### config.mk
export PLATFORM = sky130hd
export DESIGN_NAME = z80_bus_monitor
export DESIGN_NICKNAME = d
export VERILOG_FILES = /design/src/rtl/z80_bus_monitor.sv
export SDC_FILE = /design/constraint.sdc
export NUM_CORES = 1
export LEC_CHECK = 0
export BUFFER_PORTS_ARGS = -buffer_cell sky130_fd_sc_hd__buf_2
export CAP_MARGIN = 20
export CORE_ASPECT_RATIO = 1.25
export CORE_MARGIN = 2
export CORE_UTILIZATION = 35
export CTS_BUF_LIST = sky130_fd_sc_hd__clkbuf_8
export CTS_CLUSTER_DIAMETER = 100
export DETAILED_ROUTE_END_ITERATION = 12
export PLACE_DENSITY = 0.5
export REMOVE_ABC_BUFFERS = 1
export SYNTH_ARGS = -nofsm -noshare
export SYNTH_HDL_FRONTEND = slang
export SYNTH_SLANG_ARGS = --single-unit
### constraint.sdc
create_clock -name wb_clk_i -period 6.8 [get_ports wb_clk_i]
set_input_delay 0.68 -clock wb_clk_i [delete_from_list [all_inputs] [get_ports wb_clk_i]]
set_output_delay 0.68 -clock wb_clk_i [all_outputs]
set_load 0.02 [all_outputs]
### src/rtl/z80_bus_monitor.sv
// Z80 bus-cycle monitor: classifies each mreq/iorq cycle, logs it to a FWFT FIFO, stretches cycles via /WAIT.
// Record lands 2 clocks after the strobe rises; a full FIFO drops new records (counted) unless popped that clock.

// Generic first-word-fall-through FIFO; read data visible the clock after the write.
// wr_rdy drops when full unless the head is popped in the same clock.
module z80_bus_fifo #(
  parameter int W     = 8,
  parameter int DEPTH = 8
) (
  input  logic         clk,
  input  logic         rst,
  input  logic         wr_vld,
  input  logic [W-1:0] wr_dat,
  output logic         wr_rdy,
  output logic         rd_vld,
  input  logic         rd_rdy,
  output logic [W-1:0] rd_dat
);
  localparam int AW = $clog2(DEPTH);
  localparam logic [AW:0] FULL_CNT = (AW+1)'(DEPTH);

  logic [W-1:0]  mem [DEPTH];
  logic [AW-1:0] wptr, rptr;
  logic [AW:0]   cnt;
  logic [W-1:0]  last;
  logic          push, pop;

  assign rd_vld = (cnt != '0);
  assign pop    = rd_vld & rd_rdy;
  assign wr_rdy = (cnt != FULL_CNT) | pop;
  assign push   = wr_vld & wr_rdy;
  // Fields hold the most recently shown head once the FIFO drains.
  assign rd_dat = rd_vld ? mem[rptr] : last;

  always_ff @(posedge clk) begin
    if (push) mem[wptr] <= wr_dat;
  end

  always_ff @(posedge clk) begin
    if (rst) begin
      wptr <= '0;
      rptr <= '0;
      cnt  <= '0;
      last <= '0;
    end else begin
      if (push) wptr <= wptr + AW'(1);
      if (pop)  rptr <= rptr + AW'(1);
      if (push && !pop)      cnt <= cnt + (AW+1)'(1);
      else if (pop && !push) cnt <= cnt - (AW+1)'(1);
      if (rd_vld) last <= mem[rptr];
    end
  end
endmodule

module z80_bus_monitor #(
  parameter int ADDR_W      = 16,
  parameter int DATA_W      = 8,
  parameter int DEPTH       = 8,
  parameter int LEN_W       = 4,
  parameter int WAIT_MEM    = 0,
  parameter int WAIT_IO     = 1,
  parameter int LOG_REFRESH = 0
) (
  input  logic              wb_clk_i,
  input  logic              wb_rst_i,
  input  logic              m1_n,
  input  logic              mreq_n,
  input  logic              iorq_n,
  input  logic              rd_n,
  input  logic              wr_n,
  input  logic              rfsh_n,
  input  logic [ADDR_W-1:0] addr,
  input  logic [DATA_W-1:0] data,
  input  logic              wait_en,
  output logic              wait_n,
  output logic              rec_valid,
  input  logic              rec_ready,
  output logic [2:0]        rec_type,
  output logic [ADDR_W-1:0] rec_addr,
  output logic [DATA_W-1:0] rec_data,
  output logic [LEN_W-1:0]  rec_len,
  output logic [15:0]       drop_cnt,
  output logic [2:0]        err,
  input  logic              err_clr
);
  localparam logic [1:0] IDLE   = 2'd0;
  localparam logic [1:0] ACTIVE = 2'd1;
  localparam logic [1:0] DONE   = 2'd2;

  localparam logic [2:0] T_OPFETCH = 3'd0;
  localparam logic [2:0] T_MEMRD   = 3'd1;
  localparam logic [2:0] T_MEMWR   = 3'd2;
  localparam logic [2:0] T_IORD    = 3'd3;
  localparam logic [2:0] T_IOWR    = 3'd4;
  localparam logic [2:0] T_INTACK  = 3'd5;
  localparam logic [2:0] T_REFRESH = 3'd6;
  localparam logic [2:0] T_UNKNOWN = 3'd7;

  localparam int REC_W = 3 + ADDR_W + DATA_W + LEN_W;
  localparam logic [LEN_W-1:0] LEN_MAX = '1;
  localparam logic [7:0] WAIT_MEM_C = 8'(WAIT_MEM);
  localparam logic [7:0] WAIT_IO_C  = 8'(WAIT_IO);

  logic [1:0]        state;
  logic              prev_mreq_n, prev_iorq_n;
  logic [ADDR_W-1:0] cur_addr;
  logic [DATA_W-1:0] cur_data;
  logic [LEN_W-1:0]  cur_len;
  logic              f_m1, f_rfsh, f_io, f_rd, f_wr;
  logic [7:0]        wcnt;

  logic              strobe, strobe_edge, start, xfer, len_sat;
  logic [2:0]        cls;
  logic              push, push_rdy;
  logic [7:0]        wait_load;
  logic [REC_W-1:0]  head;

  assign strobe = ~mreq_n | ~iorq_n;
  // Previous pins reset to "asserted" so a strobe already low at reset release is not an edge.
  assign strobe_edge = strobe & prev_mreq_n & prev_iorq_n;
  assign start   = strobe_edge & (state != ACTIVE);
  assign xfer    = ~rd_n | ~wr_n;
  assign len_sat = (state == ACTIVE) & strobe & (cur_len == LEN_MAX);

  always_comb begin
    cls = T_UNKNOWN;
    if (f_rfsh)             cls = T_REFRESH;
    else if (f_m1 && f_io)  cls = T_INTACK;
    else if (f_m1)          cls = T_OPFETCH;
    else if (f_io && f_rd)  cls = T_IORD;
    else if (f_io && f_wr)  cls = T_IOWR;
    else if (f_rd)          cls = T_MEMRD;
    else if (f_wr)          cls = T_MEMWR;
  end

  assign push = (state == DONE) & ((LOG_REFRESH != 0) | ~f_rfsh);

  always_ff @(posedge wb_clk_i) begin
    if (wb_rst_i) begin
      state       <= IDLE;
      prev_mreq_n <= 1'b0;
      prev_iorq_n <= 1'b0;
      cur_addr    <= '0;
      cur_data    <= '0;
      cur_len     <= '0;
      {f_m1, f_rfsh, f_io, f_rd, f_wr} <= '0;
    end else begin
      prev_mreq_n <= mreq_n;
      prev_iorq_n <= iorq_n;
      if (start) begin
        state    <= ACTIVE;
        cur_addr <= addr;
        cur_len  <= LEN_W'(1);
        if (xfer) cur_data <= data;
        {f_m1, f_rfsh, f_io, f_rd, f_wr} <= {~m1_n, ~rfsh_n, ~iorq_n, ~rd_n, ~wr_n};
      end else begin
        case (state)
          ACTIVE: begin
            if (strobe) begin
              if (!len_sat) cur_len <= cur_len + LEN_W'(1);
              if (xfer) cur_data <= data;
              f_m1   <= f_m1   | ~m1_n;
              f_rfsh <= f_rfsh | ~rfsh_n;
              f_io   <= f_io   | ~iorq_n;
              f_rd   <= f_rd   | ~rd_n;
              f_wr   <= f_wr   | ~wr_n;
            end else begin
              state <= DONE;
            end
          end
          DONE:    state <= IDLE;
          default: state <= IDLE;
        endcase
      end
    end
  end

  always_ff @(posedge wb_clk_i) begin
    if (wb_rst_i)
      drop_cnt <= '0;
    else if (push && !push_rdy && drop_cnt != 16'hFFFF)
      drop_cnt <= drop_cnt + 16'd1;
  end

  always_ff @(posedge wb_clk_i) begin
    if (wb_rst_i)
      err <= '0;
    else if (err_clr)
      err <= '0;
    else
      err <= err | {len_sat, ~mreq_n & ~iorq_n, ~rd_n & ~wr_n};
  end

  assign wait_load = ~iorq_n ? WAIT_IO_C : WAIT_MEM_C;

  // wcnt holds the wait clocks still owed after the current low one.
  always_ff @(posedge wb_clk_i) begin
    if (wb_rst_i) begin
      wait_n <= 1'b1;
      wcnt   <= '0;
    end else if (!strobe || !rfsh_n || !wait_en) begin
      wait_n <= 1'b1;
      wcnt   <= '0;
    end else if (strobe_edge) begin
      if (wait_load != 8'd0) begin
        wait_n <= 1'b0;
        wcnt   <= wait_load - 8'd1;
      end else begin
        wait_n <= 1'b1;
        wcnt   <= '0;
      end
    end else if (!wait_n) begin
      if (wcnt != 8'd0) wcnt <= wcnt - 8'd1;
      else              wait_n <= 1'b1;
    end
  end

  z80_bus_fifo #(.W(REC_W), .DEPTH(DEPTH)) u_fifo (
    .clk    (wb_clk_i),
    .rst    (wb_rst_i),
    .wr_vld (push),
    .wr_dat ({cls, cur_addr, cur_data, cur_len}),
    .wr_rdy (push_rdy),
    .rd_vld (rec_valid),
    .rd_rdy (rec_ready),
    .rd_dat (head)
  );

  assign {rec_type, rec_addr, rec_data, rec_len} = head;
endmodule

## After elaboration in Yosys (flattened, before gate mapping)

Memories as Yosys holds them, arrays and structs flattened. A register that Yosys moved wholly into a read port is not among the register bits.
Index checks and enable logic that the tools add are counted.
W data, S select, Z words.

| word-level totals | value |
|---|---|
| flip-flop bits (word level) | 106 |
| memory bits (writable) | 248 |
| input port bits | 35 |
| output and inout bits | 52 |
| word-level logic and storage cells | 146 |
| memories kept | 1 |

Memory list:

| memory | words | bits a word | read ports | clocked after Yosys merged registers in | wr ports | RTL line | text |
|---|---|---|---|---|---|---|---|
| u_fifo.mem | 8 | 31 | 1 | 1 | 1 | 22 | `logic [W-1:0] mem [DEPTH];` |

| operators by class | value |
|---|---|
| add/sub/neg operators | 8 |
| eq/ne operators | 9 |
| multiplexer cells | 49 |
| bitwise logic cells | 28 |
| reductions and logical operators | 30 |

Operators with widths:

| kind | count |
|---|---|
| $mux W8 | 8 |
| $mux W31 | 1 |
| $mux W1 | 29 |
| $mux W3 | 9 |
| $add A16 B1 Y16 const B | 1 |
| $ne A16 B16 Y1 const B | 1 |
| $reduce_bool A8 Y1 | 2 |
| $and A1 B1 Y1 | 10 |
| $not A1 Y1 | 9 |
| $add A4 B1 Y4 const B | 2 |
| $mux W4 | 2 |
| $or A1 B1 Y1 | 8 |
| $reduce_bool A2 Y1 | 4 |
| $sub A8 B1 Y8 const B | 1 |
| $logic_and A1 B1 Y1 | 7 |
| $add A3 B1 Y3 const B | 2 |
| $logic_not A1 Y1 | 6 |
| $reduce_and A3 Y1 | 2 |
| $reduce_or A2 Y1 | 3 |
| $eq A4 B4 Y1 const B | 1 |
| $ne A2 B1 Y1 const B | 2 |
| $ne A4 B4 Y1 const B | 1 |
| $reduce_and A2 Y1 | 2 |
| $reduce_bool A4 Y1 | 1 |
| other kinds (9) | 10 |

## Depth between registers and ports, before layout

| logic depth | value |
|---|---|
| depth after elaboration | 8 |
| depth in mapped cells | 11 |
| gate-level depth less buffers | 11 |

## Modules after synthesis

From an unflattened synthesis, not the netlist that was laid out.

| second synthesis, totals | value |
|---|---|
| cell total of the unflattened synthesis | 1030 |
| area, all modules | 14420.1 µm² |

By module, submodules not included:

| module | times used | cells each | area each (µm²) | seq. area each (µm²) |
|---|---|---|---|---|
| z80_bus_fifo | 1 | 711 | 11668.7 | 8328.0 |
| z80_bus_monitor | 1 | 319 | 2751.4 | 1301.2 |

## Worst setup path after synthesis

Ideal clock, no wire load.

| timing | value |
|---|---|
| kind | input-to-reg |
| from | input port rec_ready |
| to | memory u_fifo.mem[0][0] (netlist bit) (enable) |
| library setup time | 0.458 ns |
| arrival time | 3.346 ns |
| required time | 6.342 ns |
| slack | 2.996 ns |
| stages on the path | 4 |
| path buffers | 0 |
| cell sequence | nor2b_1 a21oi_1 nand2b_1 nor3_1 |

| on the way | value |
|---|---|
| longest elaborated chain between the ends | 5 |

RTL lines:

| item | RTL line | text |
|---|---|---|
| from (decl) | 77 | `input logic rec_ready,` |
| $and A1 B1 Y1 | 29 | `assign pop = rd_vld & rd_rdy;` |
| $or A1 B1 Y1 | 30 | `assign wr_rdy = (cnt != FULL_CNT) \| pop;` |
| $and A1 B1 Y1 | 31 | `assign push = wr_vld & wr_rdy;` |
| net u_fifo.push | 26 | `logic push, pop;` |
| $mux W1 | 36 | `if (push) mem[wptr] <= wr_dat;` |
| $mux W1 (implied by the code) | 36 |  |
| to (decl) | 22 |  |

The timed path passes the listed nets, and every way through them passes these cells.

==> summary.txt <==
Global routing
  • Global Route met3 Usage: 0.02875
  • Wire length of the first global-routing pass: 45.80 mm
  • Grt ovf: 0
  • Global-route layer with the greatest usage: met2
  • Vias in the first global route: 8186
  • Pin count of the biggest net entering global routing: 67
  • GRT met2 Usage: 0.2544
  • Met1 Track Usage GR: 0.1807
  • Number of antenna violations at the first check in global routing: 0
  • Global-route usage over all layers: 0.1449

Logic synthesis
  • Portion of the post-synthesis area used by sequential elements: 0.6936
  • Cell types with the largest area share after synthesis: edfxtp_1 54%, dfxtp_1 16%, mux4_2 10%, nor2_1 3.1%, nor2b_1 1.9%
  • Synth Warn #: 0
  • Post-synth top area share: 0.5364
  • Dominant register cell in the synthesized netlist: edfxtp_1
  • Most used standard cells in the synthesized netlist: 248 x edfxtp_1, 115 x nor2_1, 109 x dfxtp_1
  • Largest area contributor in the netlist: edfxtp_1
  • Async SR Flop Fraction: 0
  • Synthesized area per cell: 14.88 um^2
  • Number of library cell types mapped by synthesis: 55
  • FF+latch count, synth: 357
  • Cell count after synthesis: 933
  • EDFF count, synth: 248
  • Most repeated cell in the gate-level netlist after synthesis: edfxtp_1
  • Area of the mapped netlist: 13880 um^2

Critical path
  • Highest fanout seen on the critical path: 45
  • Required arrival time at the worst endpoint: 6.12 ns
  • Critical path cell sequence: buf_4 -> mux4_2 -> nor2b_1 -> a211oi_1 -> nor2_1 -> buf_2
  • Critical path startpoint category: flip-flop
  • Flop-to-flop setup slack: 3.56 ns
  • Delay contributed by the slowest stage of the critical path: 0.96 ns
  • Combined buffer and inverter count along the critical path: 2
  • Type of element capturing the critical path: primary output
  • Worst path slowest cell: dfxtp_4
  • Class of the most critical setup path: flip-flop to primary output
  • Cell class contributing the biggest share of worst-path delay: flip-flops
  • Crit path arrival time: 3.53 ns
  • Path depth of the worst reg2reg path: 12
  • WP depth: 6

Status
  • Result of the run: finished clean

Floorplanning
  • Die boundary width: 182.1 um
  • Starting Density: 0.3549
  • Std cell rows: 81
  • Floorplan Core Area: 39120 um^2
  • I/O pin total: 87
  • Full die area: 41290 um^2
  • Vertical die dimension: 226.7 um

Pwr
  • Power density over the cells: 360.0 nW/um^2
  • Worst ir drop on vdd: 0.0002733 V
  • Static power due to leakage: 0.005515 uW

Cells and area
  • Antenna fix cells: 0
  • Area growth, synth to finish: 15.66%
  • Post-route standard cell area excluding fillers: 16060 um^2
  • Fraction of layout cells with a size suffix above 1: 0.2416
  • Post-layout nets: 1093

STA
  • Time the worst path needs with I/O delays and setup: 4.211 ns
  • Final setup fails: 0
  • Post-route clock period utilization: 0.6192
  • Final Max Slew Viols: 0
  • Worst slew margin: 0.2419
  • Final setup skew: 0.02318 ns
  • Highest clock rate: 0.2375 GHz
  • Setup repair after global routing missed its margin: no
  • Final hold violation count: 0
  • Setup_tns: 0 ns
  • Tightest Pin Transition: 1.134 ns

Clock tree
  • Clock net sink count: 357
  • Cts bufs inserted: 57
  • H-tree levels: 2
  • Number of gates given a new drive strength after cts: 0
  • Worst-case clock buffer depth: 3
  • CTS tree: built
  • Cts hold-fix bufs: 0
  • Clock Tree Root: clkbuf_8
  • Number of setup buffers added after CTS: 0
  • Clock-pin slew of the registers on the worst-case setup and hold paths: 0.06 ns
  • Worst-Skew Late Latency: 0.61 ns

Route
  • Final routed DRC violation total: 0
  • Number of iterations in the first detailed-routing pass: 5
  • Initial drt markers: 376
  • WL per Instance: 18.48 um
  • Via count of the routed design: 7990
  • Via-to-Cell Ratio: 5.009
  • Final Routed Wirelength: 29.47 mm
  • Post-detailed-route count of antenna-violating nets: 0

Placed design
  • Count of port buffers added during placement: 86
  • Post-DP Area: 14940 um^2
  • Placer Congestion: 0.7213
  • Post-detailed-placement half-perimeter wirelength: 15.74 mm

Job
  • Count of maximum capacitance violations: 0

Hold path
  • Hold path depth: 2
  • Path category of the worst min-delay check: input port to flip-flop
flip-flops by register name, indices dropped and copies added, names as in the netlist, 2 cells and up, named ones only:
name,cells
cur_addr,16
cur_data,8
cur_len,4
drop_cnt,16
err,3
state,2
u_fifo.cnt,4
u_fifo.last,31
u_fifo.mem,248
u_fifo.rptr,3
u_fifo.wptr,3
wcnt,8
path summary, 6_finish.rpt:
path / start / end
max: flip-flop / rec_type[0]
min: m1_n / f_m1$_SDFFE_PP0P_
max reg2reg: u_fifo.cnt[0]$_SDFFE_PP0P_ / u_fifo.cnt[3]$_SDFFE_PP0P_
min reg2reg: wcnt[7]$_SDFFE_PP0P_ / wcnt[7]$_SDFFE_PP0P_
worst reg2reg max path: stages (launching register included):
cell and delay (ns):
dfxtp_1 0.37, or3_4 0.42, nor2_2 0.09, buf_4 0.45, clkinv_1 0.17, nand2_1 0.16
ha_1 0.19, inv_1 0.09, ha_1 0.28, a21o_1 0.17, a21oi_1 0.18, mux2i_1 0.22
mux2_2 0.34
cell families (layout without fill, tap and decap cells):
logic type | Yosys count | count (layout) | share of synthesized area
flip-flops | 357 | 357 | 0.6936
AND/OR/NAND/NOR | 315 | 315 | 0.1105
AO/OA/AOI/OAI | 101 | 101 | 0.04741
multiplexers | 82 | 82 | 0.1157
buffers and inverters | 58 | 222 | 0.01694
adder cells (fa/ha/maj) | 10 | 10 | 0.009553
XOR/XNOR | 10 | 10 | 0.006308
where the power goes:
group / internal [uW] / leakage (uW) / switching [uW]
registers: 2430 / 0.00317 / 102
logic: 562 / 0.00167 / 933
clock network: 935 / 0.000668 / 823
layout make-up:
| cell class | instances | area, um^2 |
|---|---|---|
| fillers | 3679 | 23060 |
| flip-flops and latches | 357 | 9635 |
| multi-input cells | 518 | 4088 |
| clock buffers | 64 | 880.8 |
| well taps | 498 | 623.1 |
| repair buffers | 103 | 558.0 |
| clock inverters | 44 | 231.5 |
| inverters | 11 | 41.29 |
layer usage:
layer  part of all wire  up-vias  wire length, um
li1                   -     3789                -
met1               0.43     3996            12740
met2               0.50      154            14630
met3              0.049       51             1455
met4              0.022        0              647
met5                  0        -                0
placed cells by master (no fill, tap or decap), types with 4 or more instances in the layout:
cell and n:
a211oi_1 35, a21oi_1 41, buf_2 86, buf_4 17
clkbuf_8 64, clkinv_1 8, clkinv_2 5, dfxtp_1 106
edfxtp_1 248, ha_1 9, inv_1 38, mux2_2 7
mux2i_1 12, mux4_2 62, nand2_1 49, nand2b_1 8
nand3_1 11, nand4_1 5, nor2_1 108, nor2_4 6
nor2b_1 43, nor3_1 40, nor4_1 10, o21ai_0 4
o2bb2ai_1 4, o31ai_1 6, or3_1 4, or4_1 7
xnor2_1 6, xor2_1 4
through the flow:
stage	power (uW)	hold WS [ns]	util	setup slack, ns	instances
global placement	4098	0.4549	0.3819	3.004	1486
floorplan	3606	0.4454	-	2.009	886
detailed placement	4109	0.4664	0.3819	3.014	1486
CTS	5889	0.2236	0.4104	2.350	1594
finish	5780	0.2688	0.4105	2.589	1595
global route	6113	0.2454	0.4105	2.184	1595
No activity file was read; power rests on OpenSTA's default activity.
